[src/rtl/matrix_alu_pkg.sv]
// Shared definitions for the sequential matrix ALU.
// Covers opcodes, FSM states, flat-bus indexing and width reduction of results.
package matrix_alu_pkg;

    localparam int OPCODE_W = 3;

    localparam logic [OPCODE_W-1:0] OP_NOP       = 3'b000;
    localparam logic [OPCODE_W-1:0] OP_ADD       = 3'b001;
    localparam logic [OPCODE_W-1:0] OP_SUB       = 3'b010;
    localparam logic [OPCODE_W-1:0] OP_MUL       = 3'b011;
    localparam logic [OPCODE_W-1:0] OP_OPPOSITE  = 3'b100;
    localparam logic [OPCODE_W-1:0] OP_TRANSPOSE = 3'b101;
    localparam logic [OPCODE_W-1:0] OP_SCALAR    = 3'b110;
    localparam logic [OPCODE_W-1:0] OP_DET       = 3'b111;

    typedef enum logic [1:0] {IDLE, CALC, DONE} state_t;

    function automatic int idx(input int r, input int c, input int max_n);
        return r * max_n + c;
    endfunction

    function automatic logic elem_overflow(input longint value, input int data_w);
        longint hi;
        longint lo;
        hi = (longint'(1) <<< (data_w - 1)) - 1;
        lo = -(longint'(1) <<< (data_w - 1));
        return (value > hi) || (value < lo);
    endfunction

    // The caller keeps the low data_w bits; in wrap mode that is plain truncation.
    function automatic longint saturate(input longint value, input int data_w, input logic sat_mode);
        longint hi;
        longint lo;
        hi = (longint'(1) <<< (data_w - 1)) - 1;
        lo = -(longint'(1) <<< (data_w - 1));
        if (sat_mode && (value > hi)) begin
            return hi;
        end
        if (sat_mode && (value < lo)) begin
            return lo;
        end
        return value;
    endfunction

endpackage

[src/rtl/matrix_alu_seq_if.sv]
// Request/response bundle of the sequential matrix ALU.
// The master side issues operations and the slave side is the ALU.
interface matrix_alu_seq_if
    import matrix_alu_pkg::*;
#(
    parameter int DATA_W = 8,
    parameter int MAX_N  = 5,
    parameter int SIZE_W = $clog2(MAX_N + 1)
) ();

    localparam int FLAT_W = MAX_N * MAX_N * DATA_W;

    logic                start;
    logic [OPCODE_W-1:0] opcode;
    logic [SIZE_W-1:0]   matrix_size;
    logic                sat_mode;
    logic [DATA_W-1:0]   scalar;
    logic [FLAT_W-1:0]   A_flat;
    logic [FLAT_W-1:0]   B_flat;
    logic [FLAT_W-1:0]   C_flat;
    logic                busy;
    logic                done;
    logic                overflow_flag;
    logic                error;

    modport master (
        output start, opcode, matrix_size, sat_mode, scalar, A_flat, B_flat,
        input  C_flat, busy, done, overflow_flag, error
    );

    modport slave (
        input  start, opcode, matrix_size, sat_mode, scalar, A_flat, B_flat,
        output C_flat, busy, done, overflow_flag, error
    );

endinterface

[src/rtl/matrix_elem_unit.sv]
// Combinational element datapath.
// Forms one full-precision result, then reduces it to DATA_W with overflow detection.
module matrix_elem_unit
    import matrix_alu_pkg::*;
#(
    parameter int DATA_W = 8,
    parameter int MAX_N  = 5
) (
    input  logic [OPCODE_W-1:0]                              opcode,
    input  logic signed [DATA_W-1:0]                         a,
    input  logic signed [DATA_W-1:0]                         b,
    input  logic signed [DATA_W-1:0]                         scalar,
    input  logic signed [2*DATA_W+$clog2(MAX_N)-1:0]         accumulator,
    input  logic                                             sat_mode,
    output logic [DATA_W-1:0]                                result,
    output logic                                             elem_ovf
);

    localparam int ACC_W = 2 * DATA_W + $clog2(MAX_N);

    logic signed [ACC_W-1:0] full;

    // For multiply, the top has already summed the products into accumulator.
    always_comb begin
        full = '0;
        case (opcode)
            OP_ADD:       full = ACC_W'(a) + ACC_W'(b);
            OP_SUB:       full = ACC_W'(a) - ACC_W'(b);
            OP_MUL:       full = accumulator;
            OP_OPPOSITE:  full = -ACC_W'(a);
            OP_TRANSPOSE: full = ACC_W'(a);
            OP_SCALAR:    full = ACC_W'(scalar) * ACC_W'(a);
            default:      full = '0;
        endcase
        elem_ovf = elem_overflow(longint'(full), DATA_W);
        result   = DATA_W'(saturate(longint'(full), DATA_W, sat_mode));
    end

endmodule

[src/rtl/matrix_alu_seq.sv]
// Sequential matrix ALU: one result element, or one multiply-accumulate step, per clock.
// The FSM, the r/c/k counters and the accumulator live here.
module matrix_alu_seq
    import matrix_alu_pkg::*;
#(
    parameter int DATA_W = 8,
    parameter int MAX_N  = 5,
    parameter int SIZE_W = $clog2(MAX_N + 1)
) (
    input  logic            clock,
    input  logic            reset,
    matrix_alu_seq_if.slave bus
);

    localparam int FLAT_W = MAX_N * MAX_N * DATA_W;
    localparam int ACC_W  = 2 * DATA_W + $clog2(MAX_N);

    state_t state;
    state_t state_next;

    logic [FLAT_W-1:0]        a_reg;
    logic [FLAT_W-1:0]        b_reg;
    logic [FLAT_W-1:0]        c_reg;
    logic signed [DATA_W-1:0] scalar_reg;
    logic [OPCODE_W-1:0]      op_reg;
    logic [SIZE_W-1:0]        n_reg;
    logic                     sat_reg;
    logic                     ovf_reg;
    logic                     err_reg;
    logic [SIZE_W-1:0]        row;
    logic [SIZE_W-1:0]        col;
    logic [SIZE_W-1:0]        kk;
    logic signed [ACC_W-1:0]  acc;

    logic [SIZE_W-1:0]        n_last;
    logic                     req_bad;
    logic                     elem_done;
    logic                     last_step;
    logic signed [DATA_W-1:0] a_sel;
    logic signed [DATA_W-1:0] b_sel;
    logic signed [ACC_W-1:0]  prod;
    logic signed [ACC_W-1:0]  acc_sum;
    logic [DATA_W-1:0]        elem_result;
    logic                     elem_ovf;

    assign n_last    = n_reg - SIZE_W'(1);
    assign req_bad   = (bus.matrix_size == '0) || (bus.matrix_size > SIZE_W'(MAX_N)) || (bus.opcode == OP_DET);
    assign elem_done = (op_reg != OP_MUL) || (kk == n_last);
    assign last_step = (row == n_last) && (col == n_last) && elem_done;

    // Multiply walks A along row r and B down column c; transpose reads A mirrored.
    always_comb begin
        a_sel = a_reg[idx(int'(row), int'(col), MAX_N) * DATA_W +: DATA_W];
        b_sel = b_reg[idx(int'(row), int'(col), MAX_N) * DATA_W +: DATA_W];
        if (op_reg == OP_MUL) begin
            a_sel = a_reg[idx(int'(row), int'(kk), MAX_N) * DATA_W +: DATA_W];
            b_sel = b_reg[idx(int'(kk), int'(col), MAX_N) * DATA_W +: DATA_W];
        end else if (op_reg == OP_TRANSPOSE) begin
            a_sel = a_reg[idx(int'(col), int'(row), MAX_N) * DATA_W +: DATA_W];
        end
        prod    = ACC_W'(a_sel) * ACC_W'(b_sel);
        acc_sum = ((kk == '0) ? '0 : acc) + prod;
    end

    matrix_elem_unit #(
        .DATA_W (DATA_W),
        .MAX_N  (MAX_N)
    ) u_elem (
        .opcode      (op_reg),
        .a           (a_sel),
        .b           (b_sel),
        .scalar      (scalar_reg),
        .accumulator (acc_sum),
        .sat_mode    (sat_reg),
        .result      (elem_result),
        .elem_ovf    (elem_ovf)
    );

    always_ff @(posedge clock or posedge reset) begin
        if (reset) begin
            state <= IDLE;
        end else begin
            state <= state_next;
        end
    end

    // Illegal requests and NOP skip CALC and report straight away.
    always_comb begin
        state_next = state;
        case (state)
            IDLE: begin
                if (bus.start) begin
                    state_next = (req_bad || (bus.opcode == OP_NOP)) ? DONE : CALC;
                end
            end
            CALC: begin
                if (last_step) begin
                    state_next = DONE;
                end
            end
            DONE:    state_next = IDLE;
            default: state_next = IDLE;
        endcase
    end

    always_ff @(posedge clock or posedge reset) begin
        if (reset) begin
            a_reg      <= '0;
            b_reg      <= '0;
            c_reg      <= '0;
            scalar_reg <= '0;
            op_reg     <= OP_NOP;
            n_reg      <= '0;
            sat_reg    <= 1'b0;
            ovf_reg    <= 1'b0;
            err_reg    <= 1'b0;
            row        <= '0;
            col        <= '0;
            kk         <= '0;
            acc        <= '0;
        end else begin
            case (state)
                IDLE: begin
                    if (bus.start) begin
                        a_reg      <= bus.A_flat;
                        b_reg      <= bus.B_flat;
                        scalar_reg <= bus.scalar;
                        op_reg     <= bus.opcode;
                        n_reg      <= bus.matrix_size;
                        sat_reg    <= bus.sat_mode;
                        c_reg      <= '0;
                        ovf_reg    <= 1'b0;
                        err_reg    <= req_bad;
                        row        <= '0;
                        col        <= '0;
                        kk         <= '0;
                        acc        <= '0;
                    end
                end
                CALC: begin
                    acc <= acc_sum;
                    if (elem_done) begin
                        c_reg[idx(int'(row), int'(col), MAX_N) * DATA_W +: DATA_W] <= elem_result;
                        if (elem_ovf) begin
                            ovf_reg <= 1'b1;
                        end
                        kk <= '0;
                        if (col == n_last) begin
                            col <= '0;
                            row <= row + SIZE_W'(1);
                        end else begin
                            col <= col + SIZE_W'(1);
                        end
                    end else begin
                        kk <= kk + SIZE_W'(1);
                    end
                end
                default: begin
                end
            endcase
        end
    end

    assign bus.C_flat        = c_reg;
    assign bus.busy          = (state != IDLE);
    assign bus.done          = (state == DONE);
    assign bus.overflow_flag = ovf_reg;
    assign bus.error         = err_reg;

endmodule

[src/flat_wrapper.sv]
// flat-port wrapper written by rule: the top's interface ports become plain ports
module matrix_alu_seq_flat import matrix_alu_pkg::*;
#(
    parameter int DATA_W = 8,
    parameter int MAX_N  = 5,
    parameter int SIZE_W = $clog2(MAX_N + 1)
)
  (clock, reset, bus_start, bus_opcode, bus_matrix_size, bus_sat_mode, bus_scalar, bus_A_flat, bus_B_flat, bus_C_flat, bus_busy, bus_done, bus_overflow_flag, bus_error);
  matrix_alu_seq_if #(.DATA_W(DATA_W), .MAX_N(MAX_N), .SIZE_W(SIZE_W)) bus_i ();
  input  logic clock;
  input  logic reset;
  input wire logic [$bits(bus_i.start)-1:0] bus_start;
  input wire logic [$bits(bus_i.opcode)-1:0] bus_opcode;
  input wire logic [$bits(bus_i.matrix_size)-1:0] bus_matrix_size;
  input wire logic [$bits(bus_i.sat_mode)-1:0] bus_sat_mode;
  input wire logic [$bits(bus_i.scalar)-1:0] bus_scalar;
  input wire logic [$bits(bus_i.A_flat)-1:0] bus_A_flat;
  input wire logic [$bits(bus_i.B_flat)-1:0] bus_B_flat;
  output wire logic [$bits(bus_i.C_flat)-1:0] bus_C_flat;
  output wire logic [$bits(bus_i.busy)-1:0] bus_busy;
  output wire logic [$bits(bus_i.done)-1:0] bus_done;
  output wire logic [$bits(bus_i.overflow_flag)-1:0] bus_overflow_flag;
  output wire logic [$bits(bus_i.error)-1:0] bus_error;
  assign bus_i.start = bus_start;
  assign bus_i.opcode = bus_opcode;
  assign bus_i.matrix_size = bus_matrix_size;
  assign bus_i.sat_mode = bus_sat_mode;
  assign bus_i.scalar = bus_scalar;
  assign bus_i.A_flat = bus_A_flat;
  assign bus_i.B_flat = bus_B_flat;
  assign bus_C_flat = bus_i.C_flat;
  assign bus_busy = bus_i.busy;
  assign bus_done = bus_i.done;
  assign bus_overflow_flag = bus_i.overflow_flag;
  assign bus_error = bus_i.error;
  matrix_alu_seq #(.DATA_W(DATA_W), .MAX_N(MAX_N), .SIZE_W(SIZE_W)) u_core (.clock(clock), .reset(reset), .bus(bus_i));
endmodule
[config.mk]
export PLATFORM = sky130hd
export DESIGN_NAME = matrix_alu_seq_flat
export DESIGN_NICKNAME = d
export VERILOG_FILES = /design/src/rtl/matrix_alu_pkg.sv /design/src/rtl/matrix_alu_seq_if.sv /design/src/rtl/matrix_elem_unit.sv /design/src/rtl/matrix_alu_seq.sv /design/src/flat_wrapper.sv
export SDC_FILE = /design/constraint.sdc
export NUM_CORES = 2
export LEC_CHECK = 0
export ABC_AREA = 1
export ABC_CLOCK_PERIOD_IN_PS = 29700
export CAP_MARGIN = 10
export CORE_UTILIZATION = 49
export CTS_CLUSTER_DIAMETER = 120
export DETAILED_ROUTE_END_ITERATION = 6
export PLACE_DENSITY = 0.74
export REMOVE_ABC_BUFFERS = 1
export SYNTH_ARGS = -nofsm -noshare
export SYNTH_HDL_FRONTEND = slang
export SYNTH_SLANG_ARGS = --single-unit
[constraint.sdc]
create_clock -name clock -period 29.7 [get_ports clock]
set_input_delay 4.455 -clock clock [delete_from_list [all_inputs] [get_ports clock]]
set_output_delay 4.455 -clock clock [all_outputs]
set_load 0.005 [all_outputs]
==> reports/qor.txt <==
Post CTS Setup Buffer Count = 0
Port Buffers = 621
Worst setup endpoint = u_core.bus.C_flat[63]
Max Cap Violations = 0
Register Area = 16,190 um^2
Worst path most repeated cell = nand2_1
Final WS setup = 16.87 ns
post_cts resized = 0
count of final hold-check violations = 0
CP max-delay cell = nand2_4
WL final = 129,000 um
Rel. slew slack = 0.1205
Fillers = 6,712
first-pass GRT wire length = 200,500 um
largest net degree at the start of global routing = 217
status = finished, violations left
violated checks = DRC
Post-Synth Adder-Cell Area = 0.1010
Async S/R FF share, synth = 1.000
routability cong. = 0.9520
delay-heaviest family, CP = simple AND/OR/NAND/NOR gates
Layout Nets = 6,064
CP arrival = 13.38 ns
initial antenna violation count = 11
top cells by area, synth = dfrtp_1 42%, nand2_1 16%, fa_1 6.1%, inv_1 5.3%, o21ai_0 5.2%
CTS Root Cell = clkbuf_16
CTS tree = yes
Die X = 281.1 um
First DRT Iteration DRCs = 3,390
Synth Area in XOR/XNOR = 0.01305
setup_tns = 0 ns
CP Launch Type = flop
vias per cell = 5.452
layout cell share with drive strength beyond 1 = 0.05617
pre-CTS setup slack = 17.14 ns
Initial DRT Pass Iterations = 7
average size of a mapped cell = 7.778 um^2
Post-DRT Antenna Nets = 0
post-synthesis mux area share = 0
f_max = 77.93 MHz
Post-synth EDFFs = 0
Critical Path RT = 30.24 ns
Final HPWL DP = 92,770 um
ys flop type = dfrtp_1
top-area cell type share of the netlist area = 0.4242
Compound-Gate Fraction of Synth Area = 0.1106
Post-route DRC = 4
GRT overflow = 0
WS Path Type = reg -> reg
initial core utilization = 0.4992
CP Buf/Inv Count = 10
Total GRT Usage = 0.3290
fraction of the mapped netlist area in simple logic gates = 0.2692
Slew Viols, Final = 0
Reg2Reg Setup Slack = 16.87 ns
delay of the slowest critical-path stage = 0.71 ns
H-tree Lvls = 3
Synth area leader = dfrtp_1
vias = 35,470
Worst Max-Slew Pin Slew = 1.319 ns
reg2reg path depth = 56
num ports = 622
Worst-path clk slew = 0.07 ns
cell count along the critical path = 56
Rows = 101
Worst-Skew Late Latency = 0.64 ns
Worst Setup SP = u_core.col[0]
worst r2r src = u_core.col[0]
Hold Path Class = reg -> reg
endpoint type of the worst setup path = flop
TritonCTS Buffers = 72
crit share post-route = 0.4321
Synth warnings = 0
routed len/inst = 19.82 um
core area = 76,450 um^2
Gate Count Post-Synth = 4,907
CTS max path bufs = 3
Period minus WS final = 12.83 ns
sequential fraction of the synthesis area = 0.4242
area delta synth->final = 24.38%
hold buffers post-CTS = 0
CTS Sinks = 647
Max Clock Skew = 0.04608 ns
area of the multi-input gates = 18,920 um^2
number of global-route vias before repair = 35,250
combinational family with the most area after synthesis = simple AND/OR/NAND/NOR gates
Final setup viols = 0
synth unique cells = 61
Cell Area, Synth = 38,170 um^2
Vert. Die Dim = 281.1 um
FF+latch count, synth = 647
DIE AREA = 79,010 um^2
RSZ-0062 raised after global routing = false
Worst R2R End = u_core.bus.C_flat[63]
crit path max fanout = 77
[final cells by class]
type,instances,area share
inverters,552,0.04402
multi-input cells,3480,0.3986
clock inverters,23,0.006010
flip-flops and latches,647,0.3411
clock buffers,109,0.04576
diodes,11,0.0005799
repair buffers,655,0.1368
well taps,1030,0.02715
[worst min-delay path, delay by kind of cell (launching register included)]
kind | cells | cell delay (ns)
flops | 1 | 0.33
simple gates | 2 | 0.10
[stage by stage]
stage | hold slack, ns | utilization | cells | area [um^2]
6_report | 0.4691 | 0.6209 | 6507 | 47470
5_1_grt | 0.4829 | 0.6208 | 6505 | 47470
4_1_cts | 0.4725 | 0.6205 | 6496 | 47440
3_5_place_dp | 0.4567 | 0.5884 | 6364 | 44990
3_3_place_gp | 0.4556 | 0.5884 | 6364 | 44990
2_1_floorplan | 0.4401 | - | 4679 | 37120
[Yosys cell counts, types with 28 or more instances]
cell         n
inv_1      534
o21ai_1    116
clkbuf_1   149
fa_1       117
a21oi_1    210
o21ai_0    395
nor2_2      36
dfrtp_1    647
nand3b_1    29
nand3_1    324
ha_1       121
xnor2_1     28
nor2_1     200
nand2_1   1660
[routing by layer]
layer,wire length (um),vias up,global-route usage
met1,51230,17020,0.4253
li1,-,16590,-
met2,61760,1521,0.5324
met5,13,-,0
met4,7390,2,0.1861
met3,8555,334,0.04389
[cell usage in the layout, fill, tap and decap left out, types with 12 or more instances in the layout]
master              n
ha_1              121
nand4_2            14
inv_2              13
fa_1              117
nand2_1          1659
o211ai_1           23
nand2_4            13
nor2_4             20
o21ai_0           395
a21oi_1           210
xnor2_1            28
clkbuf_8           21
nand2_2            16
clkbuf_16          73
nor2_1            198
clkbuf_1           15
nor3_1             12
clkdlybuf4s50_1   621
buf_4              32
nand3_2            13
dfrtp_1           647
nand3_1           324
nor2_2             38
xor2_1             25
nand3b_1           29
o21ai_1           116
inv_1             532
nand4_1            19
[logic make-up after synthesis]
logic type | count (synthesis)
flip-flops | 647
adder cells (fa/ha/maj) | 238
XOR/XNOR | 56
AO/OA/AOI/OAI | 799
buffers and inverters | 780
AND/OR/NAND/NOR | 2387
[worst min-delay path by stage]
stage                           start                 to  slack [ns]  cells after the start
finish               u_core.a_reg[26]   u_core.a_reg[26]        0.47                      2
global route        u_core.a_reg[111]  u_core.a_reg[111]        0.48                      2
CTS                  u_core.a_reg[14]   u_core.a_reg[14]        0.47                      2
detailed placement   u_core.a_reg[14]   u_core.a_reg[14]        0.46                      2
global placement     u_core.a_reg[62]   u_core.a_reg[62]        0.46                      2
floorplan           u_core.a_reg[106]  u_core.a_reg[106]        0.44                      2
Power is left out: the tool's default activity adds up to more than one toggle a clock period on the data nets, which glitch-free logic cannot reach.
